[src/rtl/fifo_umbral_pkg.sv]
// Shared definitions for the threshold FIFO: one-hot global phase encodings
// and the decode from raw phase bits to the FIFO's own view of the phase.
package fifo_umbral_pkg;

   localparam logic [3:0] ST_RESET  = 4'b0001;
   localparam logic [3:0] ST_INIT   = 4'b0010;
   localparam logic [3:0] ST_IDLE   = 4'b0100;
   localparam logic [3:0] ST_ACTIVE = 4'b1000;

   // What the FIFO does in a given global phase.
   typedef enum logic [1:0] {
      PH_CLEAR,   // synchronous clear of occupancy state
      PH_LOAD,    // sample thresholds, traffic ignored
      PH_RUN      // push/pop honoured
   } phase_e;

   // IDLE, ACTIVE and any illegal encoding all behave as normal operation.
   function automatic phase_e decode_phase(input logic [3:0] st);
      case (st)
         ST_RESET: return PH_CLEAR;
         ST_INIT:  return PH_LOAD;
         default:  return PH_RUN;
      endcase
   endfunction

endpackage

[src/rtl/fifo_umbral_mem.sv]
// Storage for fifo_umbral: DEPTH x DATA_W register array with one write port
// and one read port whose output is registered.
module fifo_mem
   import fifo_umbral_pkg::*;
#(
   parameter int DATA_W = 6,
   parameter int DEPTH  = 8,
   parameter int ADDR_W = 3
) (
   input  logic              clk,
   input  logic              reset,
   input  logic              wr_en_i,
   input  logic [ADDR_W-1:0] wr_addr_i,
   input  logic [DATA_W-1:0] wr_data_i,
   input  logic              rd_en_i,
   input  logic [ADDR_W-1:0] rd_addr_i,
   output logic [DATA_W-1:0] rd_data_o
);

   logic [DATA_W-1:0] mem_q [DEPTH];
   logic [DATA_W-1:0] rd_data_q;

   // NOTE: the array is deliberately left without reset; occupancy logic
   // guarantees no slot is read before it is written, and a reset here would
   // stop the array mapping onto plain flops/RAM.
   always_ff @(posedge clk) begin
      if (wr_en_i) begin
         mem_q[wr_addr_i] <= wr_data_i;
      end
   end

   // NOTE: non-blocking assignments throughout sequential blocks; when a full
   // FIFO reads and writes the same slot on one edge, the read still sees the
   // old entry because both sides sample pre-edge values.
   always_ff @(posedge clk or posedge reset) begin
      if (reset) begin
         rd_data_q <= '0;
      end else if (rd_en_i) begin
         rd_data_q <= mem_q[rd_addr_i];
      end
   end

   assign rd_data_o = rd_data_q;

endmodule

[src/rtl/fifo_umbral.sv]
// Synchronous FIFO with programmable almost-full/almost-empty thresholds.
// Occupancy is tracked by an explicit count; pointers only address storage.
module fifo_umbral
   import fifo_umbral_pkg::*;
#(
   parameter int DATA_W     = 6,
   parameter int DEPTH      = 8,
   parameter int ADDR_W     = 3,
   parameter int AF_DEFAULT = 6,
   parameter int AE_DEFAULT = 1
) (
   input  logic              clk,
   input  logic              reset,
   input  logic [3:0]        state,
   input  logic [ADDR_W:0]   umbral_af,
   input  logic [ADDR_W:0]   umbral_ae,
   input  logic              push,
   input  logic [DATA_W-1:0] data_in,
   input  logic              pop,
   output logic [DATA_W-1:0] data_out,
   output logic              valid_out,
   output logic              empty,
   output logic              full,
   output logic              almost_full,
   output logic              almost_empty,
   output logic              error,
   output logic [ADDR_W:0]   count
);

   localparam logic [ADDR_W:0] DEPTH_C  = (ADDR_W+1)'(DEPTH);
   localparam logic [ADDR_W:0] AF_RST_C = (ADDR_W+1)'(AF_DEFAULT);
   localparam logic [ADDR_W:0] AE_RST_C = (ADDR_W+1)'(AE_DEFAULT);

   phase_e phase;

   logic [ADDR_W-1:0] wr_ptr_q, wr_ptr_d;
   logic [ADDR_W-1:0] rd_ptr_q, rd_ptr_d;
   logic [ADDR_W:0]   count_q,  count_d;
   logic [ADDR_W:0]   af_thr_q, af_thr_d;
   logic [ADDR_W:0]   ae_thr_q, ae_thr_d;
   logic              valid_q,  valid_d;
   logic              error_q,  error_d;
   logic              wr_en;
   logic              rd_en;

   assign phase = decode_phase(state);

   assign empty        = (count_q == '0);
   assign full         = (count_q == DEPTH_C);
   assign almost_full  = (count_q >= af_thr_q);
   assign almost_empty = (count_q <= ae_thr_q);

   // NOTE: every always_comb output gets a default before the case so that no
   // path leaves a signal unassigned, which would otherwise infer a latch.
   always_comb begin
      wr_ptr_d = wr_ptr_q;
      rd_ptr_d = rd_ptr_q;
      count_d  = count_q;
      af_thr_d = af_thr_q;
      ae_thr_d = ae_thr_q;
      valid_d  = 1'b0;
      error_d  = error_q;
      wr_en    = 1'b0;
      rd_en    = 1'b0;

      case (phase)
         PH_CLEAR: begin
            wr_ptr_d = '0;
            rd_ptr_d = '0;
            count_d  = '0;
            error_d  = 1'b0;
         end
         PH_LOAD: begin
            af_thr_d = (umbral_af > DEPTH_C) ? DEPTH_C : umbral_af;
            ae_thr_d = (umbral_ae > DEPTH_C) ? DEPTH_C : umbral_ae;
         end
         default: begin
            // A full FIFO still accepts a write when a read frees a slot on the same edge.
            wr_en   = push && (!full || pop);
            rd_en   = pop && !empty;
            valid_d = rd_en;

            if ((push && full && !pop) || (pop && empty)) begin
               error_d = 1'b1;
            end
            if (wr_en) begin
               wr_ptr_d = wr_ptr_q + 1'b1;
            end
            if (rd_en) begin
               rd_ptr_d = rd_ptr_q + 1'b1;
            end
            case ({wr_en, rd_en})
               2'b10:   count_d = count_q + 1'b1;
               2'b01:   count_d = count_q - 1'b1;
               default: count_d = count_q;
            endcase
         end
      endcase
   end

   always_ff @(posedge clk or posedge reset) begin
      if (reset) begin
         wr_ptr_q <= '0;
         rd_ptr_q <= '0;
         count_q  <= '0;
         af_thr_q <= AF_RST_C;
         ae_thr_q <= AE_RST_C;
         valid_q  <= 1'b0;
         error_q  <= 1'b0;
      end else begin
         wr_ptr_q <= wr_ptr_d;
         rd_ptr_q <= rd_ptr_d;
         count_q  <= count_d;
         af_thr_q <= af_thr_d;
         ae_thr_q <= ae_thr_d;
         valid_q  <= valid_d;
         error_q  <= error_d;
      end
   end

   assign valid_out = valid_q;
   assign error     = error_q;
   assign count     = count_q;

   fifo_mem #(
      .DATA_W (DATA_W),
      .DEPTH  (DEPTH),
      .ADDR_W (ADDR_W)
   ) u_mem (
      .clk       (clk),
      .reset     (reset),
      .wr_en_i   (wr_en),
      .wr_addr_i (wr_ptr_q),
      .wr_data_i (data_in),
      .rd_en_i   (rd_en),
      .rd_addr_i (rd_ptr_q),
      .rd_data_o (data_out)
   );

endmodule

[config.mk]
export PLATFORM = sky130hd
export DESIGN_NAME = fifo_umbral
export DESIGN_NICKNAME = d
export VERILOG_FILES = /design/src/rtl/fifo_umbral_pkg.sv /design/src/rtl/fifo_umbral_mem.sv /design/src/rtl/fifo_umbral.sv
export SDC_FILE = /design/constraint.sdc
export NUM_CORES = 1
export LEC_CHECK = 0
export BUFFER_PORTS_ARGS = -buffer_cell sky130_fd_sc_hd__buf_4
export CORE_UTILIZATION = 58
export DETAILED_ROUTE_END_ITERATION = 7
export GPL_TIMING_DRIVEN = 0
export PLACE_DENSITY = 0.86
export REMOVE_ABC_BUFFERS = 1
export SYNTH_ARGS = -nofsm -noshare
export SYNTH_HDL_FRONTEND = slang
export SYNTH_HIERARCHICAL = 1
export SYNTH_SLANG_ARGS = --single-unit
[constraint.sdc]
create_clock -name clk -period 2.95 [get_ports clk]
set_input_delay 0 -clock clk [delete_from_list [all_inputs] [get_ports clk]]
set_output_delay 0 -clock clk [all_outputs]
set_load 0.05 [all_outputs]
# ---- Word level (Yosys, flattened, before mapping)
# Memory sizes are Yosys's and may differ from the RTL's. A register that Yosys moved wholly into a read port is not among the register bits.
# Cells that the tools add are included.
dict set report word_totals {
  register_bits 20
  input_bits 22
  mem_count 1
  word_cells 59
  mem_bits_rw 48
  out_inout_bits 16
}
dict set report op_classes {
  addsub 4
  eq_ne 6
  n_bitwise 1
  n_reduce_logical 21
  n_lt_le_gt_ge 4
  mux 15
}
# name words word_bits read_ports rd_clocked_by_memory_dff write_ports line_no
set mem_list {}
lappend mem_list {u_mem.mem_q 8 6 1 1 1 fifo_umbral_mem.sv:20} ;# logic [DATA_W-1:0] mem_q [DEPTH];
# operator count
set ops {}
lappend ops {{4-bit one-hot mux with 2 select lines} 2}
lappend ops {{3-bit one-hot mux with 2 select lines} 2}
lappend ops {{4-bit > comparator (second input constant)} 2}
lappend ops {{4-bit two-way mux} 2}
lappend ops {{2-bit AND reduction} 4}
lappend ops {{3-bit by 1-bit adder with 3-bit output (second input constant)} 2}
lappend ops {{3-bit two-way mux} 2}
lappend ops {{2-bit nonzero test} 3}
lappend ops {{1-bit logical AND} 5}
lappend ops {{1-bit two-way mux} 5}
lappend ops {{4-bit by 1-bit adder with 4-bit output (second input constant)} 1}
lappend ops {{2-bit by 1-bit equality test with 1-bit output (second input constant)} 2}
lappend ops {{4-bit by 1-bit equality test with 1-bit output (second input constant)} 1}
lappend ops {{4-bit by 2-bit equality test with 1-bit output (second input constant)} 1}
lappend ops {{4-bit equality test (second input constant)} 1}
lappend ops {{4-bit greater-or-equal comparator} 1}
lappend ops {{4-bit less-or-equal comparator} 1}
lappend ops {{4-bit logical NOT} 1}
lappend ops {{2-bit one-hot mux with 2 select lines} 1}
lappend ops {{4-bit by 1-bit subtractor with 4-bit output (second input constant)} 1}
lappend ops {{1-bit logical NOT} 3}
lappend ops {{3-bit nonzero test} 1}
lappend ops {{2-bit equality test (second input constant)} 1}
lappend ops {{2-bit logical NOT} 1}
lappend ops {{other kinds (4)} 5}

# ---- Longest topological paths before layout
dict set report depth {
  depth_word 7
  ltp_mapped 10
  depth_no_buf 10
}

# ---- Hierarchy
# Netlist, hierarchy kept.
# mod seq_area_each_um2 instances cells_per_inst area_per_inst_um2
set modules_own_cells {}
lappend modules_own_cells {fifo_mem 1591.5 1 125 2165.8}
lappend modules_own_cells {fifo_umbral 504.2 1 127 1257.5}

# ---- Worst setup path after synthesis
# Ideal clock, no wire load.
dict set report synth_path {
  kind {reg-to-reg}
  start {register count_q[1], in the netlist count[1]}
  end {register count_q[3], in the netlist count[3]}
  t_arrival_ps 3932
  path_buffers 0
  path_slack_ps -1139
  stages_incl_launch_ff 10
  required_ps 2793
  setup_time_ps 157
  synth_period_minus_slack_ps 4089
  path_cell_list {dfrtp_1 > nor4_1 > nand2b_1 > inv_2 > ha_1 > ha_1 > a21bo_2 > a222oi_1 > nand2b_1 > a31oi_1}
}
dict set report synth_via {
  elab_cells_between_ends 15
  classes_between {add/sub: 2; eq/ne: 3; mux: 2; reduce/logical: 8}
}
# item line_no
set synth_lines {}
lappend synth_lines {{start: declaration} fifo_umbral.sv:38} ;# logic [ADDR_W:0] count_q, count_d;
lappend synth_lines {{start signal: assignment} fifo_umbral.sv:113} ;# count_q <= count_d;
lappend synth_lines {{4-bit logical NOT *} fifo_umbral.sv:48} ;# assign empty = (count_q == '0);
lappend synth_lines {{via empty} fifo_umbral.sv:22} ;# output logic empty,
lappend synth_lines {{1-bit logical NOT *} fifo_umbral.sv:80} ;# rd_en = pop && !empty;
lappend synth_lines {{1-bit logical AND *} fifo_umbral.sv:80}
lappend synth_lines {{2-bit by 1-bit equality test with 1-bit output or 2-bit equality test (tied branches)} fifo_umbral.sv:92} ;# case ({wr_en, rd_en})
lappend synth_lines {{4-bit one-hot mux with 2 select lines or 3-bit nonzero test (tied branches)} -}
lappend synth_lines {{4-bit one-hot mux with 2 select lines or 2-bit AND reduction (tied branches)} -}
# Mark *: on every way through the listed nets, which the timed path passes. The rest lies on a longest branch.
# A chain may end at the register's enable or synchronous reset.

# ---- Final worst setup path
dict set report layout_path {
  start {register count_q[1], in the netlist count[1]}
  end {register count_q[3], in the netlist count[3]}
}
dict set report layout_via {
  elab_chain_cells 7
  elab_cells_between_ends 15
  classes_between {add/sub: 2; eq/ne: 3; mux: 2; reduce/logical: 8}
}
# item line_no
set layout_rtl {}
lappend layout_rtl {{4-bit equality test} fifo_umbral.sv:49} ;# assign full = (count_q == DEPTH_C);
lappend layout_rtl {{1-bit logical NOT} fifo_umbral.sv:79} ;# wr_en = push && (!full || pop);
lappend layout_rtl {{1-bit logical OR} fifo_umbral.sv:79}
lappend layout_rtl {{1-bit logical AND} fifo_umbral.sv:79}
lappend layout_rtl {{2-bit by 1-bit equality test with 1-bit output or 2-bit equality test (tied branches)} fifo_umbral.sv:92}
lappend layout_rtl {{4-bit one-hot mux with 2 select lines or 3-bit nonzero test (tied branches)} -}
lappend layout_rtl {{4-bit one-hot mux with 2 select lines or 2-bit AND reduction (tied branches)} -}
# Several ways; a longest one is shown, not always the timed one.

==> summary.md <==
| Metric | Value |
|---|---|
| Max Cap Viol | `0` |
| RSZ-0062 raised after global routing | `no` |
| Max-slew violation count | `0` |
| Critical-path cell list | `or4b_4 > o21ai_2 > ha_2 > ha_1 > a21bo_2 > a222oi_1 > nand2b_1 > a31oi_1` |
| CP max stage delay | `0.59 ns` |
| Final worst setup slack | `0.170 ns` |
| Final HPWL DP | `4.27 mm` |
| Worst VDD drop | `0.682 mV` |
| Max Clock Skew | `0.0110 ns` |
| Rel. slew slack | `13.7%` |
| N_diodes | `0` |
| Rows | `27` |
| Family with the most delay on the worst path | `compound AO/OA/AOI/OAI gates` |
| Commonest non-fill, non-tap cell in the layout | `edfxtp_1` |
| HP Class | `in -> reg` |
| Worst-Margin Slew | `1.30 ns` |
| Post-Layout Cell Count | `393` |
| TritonCTS Buffers | `9` |
| FF+latch count, synth | `74` |
| CTS Buffer Depth | `2` |
| Vias per std cell | `5.54` |
| H-tree levels | `3` |
| Area Overhead vs Synth | `20.4%` |
| Die Height | `78.8 um` |
| Final nets | `352` |
| CP required | `3.17 ns` |
| Sequential share of the synthesized area | `61.2%` |
| Kind of critical path | `reg -> reg` |
| Die area | `6210 um2` |
| Total number of vias | `2,177` |
| Final Cycle Share | `94.2%` |
| First-pass GRT wire length | `10.5 mm` |
| 1st-pass router iterations | `4` |
| WP data arrival | `3.00 ns` |
| Status | `finished clean` |
| Top FF cell, synth | `edfxtp_1` |
| P per Cell Area | `949 nW/um2` |
| I/O pins | `38` |
| Total grt overflow | `0` |
| Vias in the first global route | `2,191` |
| Final WL | `6.47 mm` |
| Netlist Area Pre-Place | `3420 um2` |
| DR DRC count | `0` |
| DR WL/cell | `16.5 um` |
| Initial antenna violation count | `0` |
| Final Hold Violating Endpoints | `0` |
| Post-Place Worst Slack | `-0.0179 ns` |
| Final setup fails | `0` |
| Asr flop ratio synth | `35.1%` |
| Buf+Inv Stages, Crit Path | `0` |
| Max stage delay cell, worst path | `or4b_4` |
| Drt initial violations | `186` |
| Startpoint types | `flip-flop` |
| CP endpoint kind | `flip-flop` |
| Count of input and output buffers | `37` |
| Synth cell types | `44` |
| Cells after Synth | `252` |
| Chip width | `78.8 um` |
| EDFF count, synth | `48` |
| Initial Util | `61.0%` |
| Leak Pwr | `1.68 nW` |
| Clock root buffer | `clkbuf_8` |
| Core ar. | `5610 um2` |
| Syn_area_per_cell | `13.6 um2` |
| Crit path max fanout | `10` |
| Final Util | `73.5%` |
| Clock sinks | `74` |
| Most frequent cells in the layout | `48 x edfxtp_1, 37 x buf_4, 23 x dfrtp_1` |
| Total track usage | `23.3%` |
| PnR Total Power | `3.91 mW` |
| Placed cell count | `355` |
| Synth warnings | `6` |
| Antenna Nets Post-Route | `0` |
| CTS tree | `built` |
| Largest net degree at the start of global routing | `27` |
| RD Place Congestion | `0.767` |
| Min Tclk post-route | `2.78 ns` |
| Clk pin slew, worst setup/hold paths | `0.08 ns` |
| Fmax | `360 MHz` |
| Layout cell share with drive strength beyond 1 | `25.9%` |
| Worst skew pair latency | `0.35 ns` |
[area by class of cell]
cell class | instances | area, um2
clock buffer | 9 | 124
fill | 360 | 1490
inverter | 13 | 48.8
tap | 72 | 90.1
multi-input combinational | 159 | 1210
sequential | 74 | 2100
clock inverter | 7 | 52.6
timing repair buffer | 59 | 498
[worst paths after layout]
kind,startpoint,to,slack [ns],cells past startpoint
setup / recovery,count[1],count[3],0.17,8
hold / removal,state[2],valid_out,0.04,3
setup reg to reg,count[1],count[3],0.17,8
hold reg to reg,af_thr_q[1],af_thr_q[1],0.47,2
max in group asynchronous,reset,wr_ptr_q[2],2.09,3
min in group asynchronous,reset,u_mem/rd_data_o[5],0.15,3
[kinds of logic after synthesis]
family / Yosys count / share of synthesized area, %
adder cells (fa/ha/maj): 14 / 5.12
XOR/XNOR: 7 / 1.79
AND/OR/NAND/NOR: 64 / 9.61
AO/OA/AOI/OAI: 46 / 9.98
flip-flops: 74 / 61.2
multiplexers: 28 / 8.70
buffers and inverters: 19 / 3.58
[per-layer routing]
layer	global-route usage, %	part of all wire [%]	vias up
met4	11.3	1.4	0
met5	0	0	-
met1	29.1	44	1055
li1	-	-	1059
met2	39.4	52	54
met3	4.02	3.3	9
[tightest hold or removal path: cells and delay by family]
family	cells	cell delay (ns)
and+or+nand+nor	2	0.22
buffers and inverters	1	0.10
[synth_stat cells (3+ instances only)]
master | number | area (um2)
a22o_1 | 6 | 52.6
edfxtp_1 | 48 | 1440
nor3_1 | 3 | 15.0
dfrtp_1 | 23 | 576
o21ai_0 | 11 | 55.1
dfstp_2 | 3 | 78.8
o22ai_1 | 6 | 37.5
o31ai_2 | 4 | 50.1
mux2i_1 | 14 | 140
xnor2_1 | 3 | 26.3
nor2_1 | 18 | 67.6
mux2_2 | 14 | 158
inv_1 | 12 | 45.0
nand2b_1 | 14 | 87.6
xor2_1 | 4 | 35.0
ha_1 | 14 | 175
a21o_1 | 4 | 30.0
nand2_1 | 18 | 67.6
[registers in the layout (all words and copies together) (netlist names)]
signal and flops:
u_mem/mem_q 48, u_mem/rd_data_o 6, ae_thr_q 4, af_thr_q 4, count 4, rd_ptr_q 3, wr_ptr_q 3, error 1
valid_out 1
[through the flow]
stage / hold WS, ns / instance area (um2) / setup TNS [ns]
global route: 0.0701 / 4120 / 0
CTS: 0.0229 / 4110 / 0
global placement: -0.0552 / 3720 / 0
finish: 0.0390 / 4120 / 0
floorplan: -0.209 / 3350 / -4.48
detailed placement: -0.0454 / 3720 / -0.0179
[report_power, final]
| group | internal (mW) | total, mW | switching (mW) |
|---|---|---|---|
| Clock | 0.310 | 0.692 | 0.382 |
| Combinational | 0.671 | 1.64 | 0.967 |
| Sequential | 1.33 | 1.58 | 0.244 |
[timing repair]
action,CTS,global route
hold endpoints to repair,84,0
hold buffers,22,0
buffers inserted,0,0
gates resized for setup,1,2
endpoints found under the setup margin,1,1
No activity file was read; power rests on OpenSTA's default activity.
